## config.mk

```make
export PLATFORM = sky130hd
export DESIGN_NAME = mem_port_arbiter
export DESIGN_NICKNAME = d
export VERILOG_FILES = /design/src/rtl/tinker_pkg.sv /design/src/rtl/mem_arb_pick.sv /design/src/rtl/mem_port_arbiter.sv
export SDC_FILE = /design/constraint.sdc
export NUM_CORES = 1
export LEC_CHECK = 0
export BUFFER_PORTS_ARGS = -buffer_cell sky130_fd_sc_hd__buf_2
export CORE_AREA = 5 5 200 202
export DETAILED_ROUTE_END_ITERATION = 12
export DIE_AREA = 0 0 205 207
export SYNTH_ARGS = -nofsm -noshare
export SYNTH_HDL_FRONTEND = slang
export SYNTH_SLANG_ARGS = --single-unit
```

## constraint.sdc

```tcl
create_clock -name clk -period 1.9 [get_ports clk]
set_input_delay 0.095 -clock clk [delete_from_list [all_inputs] [get_ports clk]]
set_output_delay 0.095 -clock clk [all_outputs]
set_load 0.1 [all_outputs]
```

## src/rtl/tinker_pkg.sv

```systemverilog
// tinker_pkg: shared types and constants for the memory port arbiter.
//   arb_state_t   : arbiter sequencing states (IDLE/ISSUE/WAIT/RESP)
//   NUM_ARB_PORTS : number of requesters sharing the RAM port
//   WORD_BYTES    : RAM word size in bytes; addresses must be word aligned
//   port_onehot() : port index -> one-hot per-port strobe vector
// Related build macro: MEM_ARB_RR_EN (consumed by mem_arb_pick / top).
package tinker_pkg;

    localparam int NUM_ARB_PORTS = 2;
    localparam int WORD_BYTES    = 8;
    localparam int ALIGN_BITS    = $clog2(WORD_BYTES);

    typedef enum logic [1:0] {
        IDLE,
        ISSUE,
        WAIT,
        RESP
    } arb_state_t;

    function automatic logic [NUM_ARB_PORTS-1:0] port_onehot(input logic port);
        logic [NUM_ARB_PORTS-1:0] vec;
        vec       = '0;
        vec[port] = 1'b1;
        return vec;
    endfunction

endpackage

```

## src/rtl/mem_arb_pick.sv

```systemverilog
// mem_arb_pick: combinational winner select for the two-port RAM arbiter.
// Ports:
//   req_valid : per-port request present
//   last      : port granted most recently (only with MEM_ARB_RR_EN)
//   any_valid : at least one port requesting
//   winner    : index of the port to grant this cycle
// Build macro MEM_ARB_RR_EN: defined -> round robin on ties (port != last
// wins); undefined -> fixed priority, port 0 always wins ties.
module mem_arb_pick
    import tinker_pkg::*;
(
    input  logic [NUM_ARB_PORTS-1:0] req_valid,
`ifdef MEM_ARB_RR_EN
    input  logic                     last,
`endif
    output logic                     any_valid,
    output logic                     winner
);

    always_comb begin
        any_valid = |req_valid;
        winner    = 1'b0;
        if (req_valid[0] && req_valid[1]) begin
`ifdef MEM_ARB_RR_EN
            winner = ~last;
`else
            winner = 1'b0;
`endif
        end else if (!req_valid[0]) begin
            // Only port 1 (or nobody) is asking; the value is ignored when
            // nobody is asking.
            winner = 1'b1;
        end
    end

endmodule

```

## src/rtl/mem_port_arbiter.sv

```systemverilog
// mem_port_arbiter: shares the single RAM read/write port between the CPU
// (port 0) and the DMA engine (port 1). One transaction in flight at a time:
// accept in IDLE, drive RAM for one ISSUE cycle, wait RAM_LATENCY cycles,
// then pulse resp_valid to the owner for one RESP cycle. Misaligned
// addresses skip the RAM and respond with an error the next cycle.
// Ports:
//   clk, reset (async, active low)
//   req_valid/req_ready/req_write/req_addr/req_wdata : per-port request side
//   resp_valid/resp_rdata/resp_error                 : response side
//   rw_addr/rw_data_in/rw_write_en/rw_data_out/rw_error : RAM pins
// Build macro MEM_ARB_RR_EN: round-robin ties when defined, fixed priority
// (port 0 first, no last-grant register) when undefined.
module mem_port_arbiter
    import tinker_pkg::*;
#(
    parameter int RAM_LATENCY = 1,
    parameter int ADDR_W      = 64,
    parameter int DATA_W      = 64
) (
    input  logic                                  clk,
    input  logic                                  reset,
    input  logic [NUM_ARB_PORTS-1:0]              req_valid,
    output logic [NUM_ARB_PORTS-1:0]              req_ready,
    input  logic [NUM_ARB_PORTS-1:0]              req_write,
    input  logic [NUM_ARB_PORTS-1:0][ADDR_W-1:0]  req_addr,
    input  logic [NUM_ARB_PORTS-1:0][DATA_W-1:0]  req_wdata,
    output logic [NUM_ARB_PORTS-1:0]              resp_valid,
    output logic [DATA_W-1:0]                     resp_rdata,
    output logic                                  resp_error,
    output logic [ADDR_W-1:0]                     rw_addr,
    output logic [DATA_W-1:0]                     rw_data_in,
    output logic                                  rw_write_en,
    input  logic [DATA_W-1:0]                     rw_data_out,
    input  logic                                  rw_error
);

    localparam int CNT_W = 4;

    arb_state_t       state_reg, state_next;
    logic [CNT_W-1:0] cnt_reg;
    logic             owner_reg;
    logic             wr_reg;
    logic             any_valid;
    logic             winner;
    logic             aligned;

`ifdef MEM_ARB_RR_EN
    logic             last_reg;
`endif

    mem_arb_pick u_pick (
        .req_valid (req_valid),
`ifdef MEM_ARB_RR_EN
        .last      (last_reg),
`endif
        .any_valid (any_valid),
        .winner    (winner)
    );

    assign aligned = (req_addr[winner][ALIGN_BITS-1:0] == '0);

    // State register.
    always_ff @(posedge clk or negedge reset) begin
        if (!reset) begin
            state_reg <= IDLE;
        end else begin
            state_reg <= state_next;
        end
    end

    // Next state and the only combinational output, req_ready. The reset
    // term keeps req_ready low while reset is held even though the state
    // register already reads IDLE.
    always_comb begin
        state_next = state_reg;
        req_ready  = '0;
        case (state_reg)
            IDLE: begin
                if (any_valid && reset) begin
                    req_ready  = port_onehot(winner);
                    state_next = aligned ? ISSUE : RESP;
                end
            end
            ISSUE: state_next = WAIT;
            WAIT: begin
                if (cnt_reg == '0) begin
                    state_next = RESP;
                end
            end
            RESP:    state_next = IDLE;
            default: state_next = IDLE;
        endcase
    end

    // Datapath and registered outputs.
    always_ff @(posedge clk or negedge reset) begin
        if (!reset) begin
            cnt_reg     <= '0;
            owner_reg   <= 1'b0;
            wr_reg      <= 1'b0;
            resp_valid  <= '0;
            resp_rdata  <= '0;
            resp_error  <= 1'b0;
            rw_addr     <= '0;
            rw_data_in  <= '0;
            rw_write_en <= 1'b0;
`ifdef MEM_ARB_RR_EN
            last_reg    <= 1'b1;
`endif
        end else begin
            // Responses are single-cycle pulses; error is only meaningful
            // alongside resp_valid.
            resp_valid <= '0;
            resp_error <= 1'b0;
            case (state_reg)
                IDLE: begin
                    if (any_valid) begin
                        owner_reg <= winner;
                        wr_reg    <= req_write[winner];
`ifdef MEM_ARB_RR_EN
                        last_reg  <= winner;
`endif
                        if (aligned) begin
                            // Registered here so the RAM sees them during ISSUE.
                            rw_addr     <= req_addr[winner];
                            rw_data_in  <= req_wdata[winner];
                            rw_write_en <= req_write[winner];
                        end else begin
                            resp_valid <= port_onehot(winner);
                            resp_error <= 1'b1;
                        end
                    end
                end
                ISSUE: begin
                    rw_write_en <= 1'b0;
                    cnt_reg     <= CNT_W'(RAM_LATENCY - 1);
                end
                WAIT: begin
                    if (cnt_reg == '0) begin
                        if (!wr_reg) begin
                            resp_rdata <= rw_data_out;
                        end
                        resp_error <= rw_error;
                        resp_valid <= port_onehot(owner_reg);
                    end else begin
                        cnt_reg <= cnt_reg - 1'b1;
                    end
                end
                default: ;
            endcase
        end
    end

endmodule

```

==> metrics.yaml <==
num_antenna_cells: 0
netlist-cell-type-count: 36
multi_input_area_um2: 3830
track_usage: 0.162
ys_warn_count: 0
final-seq-area_um2: 5100
yosys.area.top_type_share: 0.548
outcome: "finished clean"
worstMarginPinSlew_ns: 0.773
fill_cells: 3422
placed_area_um2: 12900
synth_area_um2: 9320
dpl.cell_count: 1808
clockBufferDepth: 3
drt_iter0_markers: 423
maxUsedRoutingLayer: "met4"
synth.avg_cell_area_um2: 11.9
first_global_vias: 10600
slowest_delay_ns: 0.39
cts_tree: "yes"
die_w_um: 205
antenna_left: 0
dr.pass1.iters: 4
worst_hold_slack_ns: 0.0247
synth.largest_area_cell: "dfrtp_1"
via_per_inst: 4.58
die_h_um: 207
relSlewSlack: 0.485
top_regs: "resp_rdata x64, rw_addr x64, rw_data_in x64"
cp_slowest_cell: "dfrtp_1"
port_buffers: 524
clock-skew-final_ns: 0.00757
fin_util: 0.444
clock_latency_ns: 0.52
ios: 525
wl_per_cell_um: 16.9
max-cap-violations: 0
clk_pin_slew_ns: 0.06
ys_top_cells_by_area: "dfrtp_1 55%, mux2i_1 14%, a31oi_1 8.4%, mux2_2 7.4%, a21oi_1 7.0%"
ys_seq_area_frac: 0.548
finalHoldViolCount: 0
crit_path_cell_trace: "inv_2 -> ha_4 -> nand2_4 -> nor3b_4 -> buf_12"
min_period_ns: 1.78
fmax_mhz: 560
htree_num_levels: 1
via_count: 9980
final_layout_size_suffix_gt1_frac: 0.420
synth-main-ff-cell: "dfrtp_1"
synth-edff-count: 0
critPathKind: "flip-flop to output pin"
root_buffer: "clkbuf_16"
start_kind: "flip-flop"
critPathCaptureType: "output pin"
hold_class: "input pin to flip-flop"
grt-ovfl-total: 0
wl_met2_um: 18600
dr_wl_met3_um: 2780
area_delta_synth_final_pct: 81.7
drv_slew: 0
fin_area_um2: 16900
wl_um: 36800
wl_met1_um: 13800
worstPathMaxFanout: 3
period_share: 0.939
hpwl_um: 24100
nets: 1974
syn_nets: 1118
fp.coreArea_um2: 38100
ys_seq_elements: 204
gp_congestion: 0.807
drc: 0
setup_viol: 0
cts_buffers: 24
grt_pass1_wl_um: 56100
antenna_found_initial: 0
crit_required_ns: 1.80
fin_cells: 2178
critPathArrivalTime_ns: 1.69
async_reset_ff_frac: 1.00
rows: 72
grt_max_degree: 104
start_util: 0.245
synth_cells: 786
clock-sinks: 204
die_area_um2: 42400
## kinds of logic (layout without fill, tap and decap cells)
group           after synthesis  in the layout  share of synthesized area
compound gates              272            272                      0.167
fa+ha+maj                     5              5                    0.00671
buf+inv                      85            959                     0.0477
flops                       204            204                      0.548
mux                         192            192                      0.215
simple gates                 28             28                     0.0162
## critical path: cells and delay by family, from the launching register on
kind	cells	cell delay, ns
buffers and inverters	2	0.31
and+or+nand+nor	2	0.28
adders and majority gates	1	0.18
DFF	1	0.39
## final timing paths
path                            slack [ns]          from             end  cells after the start
worst max-delay path                  0.12  state_reg[1]    req_ready[1]                      5
max in group asynchronous             1.02         reset   resp_rdata[3]                      3
worst max register to register        0.12    cnt_reg[0]  resp_rdata[60]                      7
min in group asynchronous             0.03         reset  resp_rdata[44]                      2
worst min-delay path                  0.02  req_addr[66]   resp_valid[1]                      3
worst min register to register        0.48    rw_addr[2]      rw_addr[2]                      1
## Yosys cell counts, types with 2 or more instances
| master | count |
|---|---|
| a31oi_1 | 125 |
| o22ai_1 | 2 |
| nand2_1 | 8 |
| nor2_1 | 3 |
| buf_4 | 8 |
| a22o_1 | 2 |
| buf_2 | 33 |
| buf_6 | 7 |
| mux2_2 | 61 |
| clkbuf_1 | 30 |
| inv_1 | 5 |
| mux2i_1 | 127 |
| o31ai_1 | 2 |
| a21oi_1 | 130 |
| ha_1 | 5 |
| o21ai_0 | 5 |
| dfrtp_1 | 204 |
| nor3_1 | 4 |
| and3_1 | 2 |
| and2_1 | 4 |
| mux2_1 | 4 |
## through the flow
stage               worst slack (ns)  setup TNS [ns]
CTS                          0.00628               0
detailed placement             0.106               0
global placement               0.151               0
global route                 -0.0352         -0.0352
finish                         0.115               0
floorplan                     -0.132          -0.132
## final cells by class
| class | instances | area share |
|---|---|---|
| clock buffer | 39 | 0.0436 |
| clock inverter | 5 | 0.00163 |
| inverter | 5 | 0.00111 |
| multi-input combinational | 497 | 0.226 |
| sequential | 204 | 0.301 |
| tap | 518 | 0.0383 |
| timing repair buffer | 910 | 0.388 |
## routing by layer
metal | up-vias | track usage
li1 | 4666 | -
met1 | 4761 | 0.176
met4 | 0 | 0.0746
met3 | 115 | 0.0391
met2 | 438 | 0.295
met5 | - | 0
## layout by cell type, fill, tap and decap left out, types with 2 or more instances in the layout
master and n:
a21oi_1 130, ha_1 4, mux2_2 61, buf_2 520
dfrtp_1 204, clkbuf_16 25, nor2_1 3, inv_1 3
clkbuf_8 7, clkbuf_1 8, o22ai_1 2, o21ai_0 5
buf_12 18, mux2i_1 127, dlygate4sd3_1 321, mux2_1 4
buf_4 49, and2_1 4, nor3_1 3, a31oi_1 125
inv_2 2, clkinv_2 4, nand2_1 7
## what timing repair did
| action | in CTS | in global routing |
|---|---|---|
| buffers inserted | 4 | 2 |
| hold endpoints to repair | 398 | 0 |
| pin swaps | 2 | 1 |
| gates resized for setup | 4 | 2 |
| setup endpoints to repair | 2 | 2 |
| hold buffers | 321 | 0 |
Power is left out: the tool's default activity adds up to more than one toggle a clock period on the data nets, which glitch-free logic cannot reach.
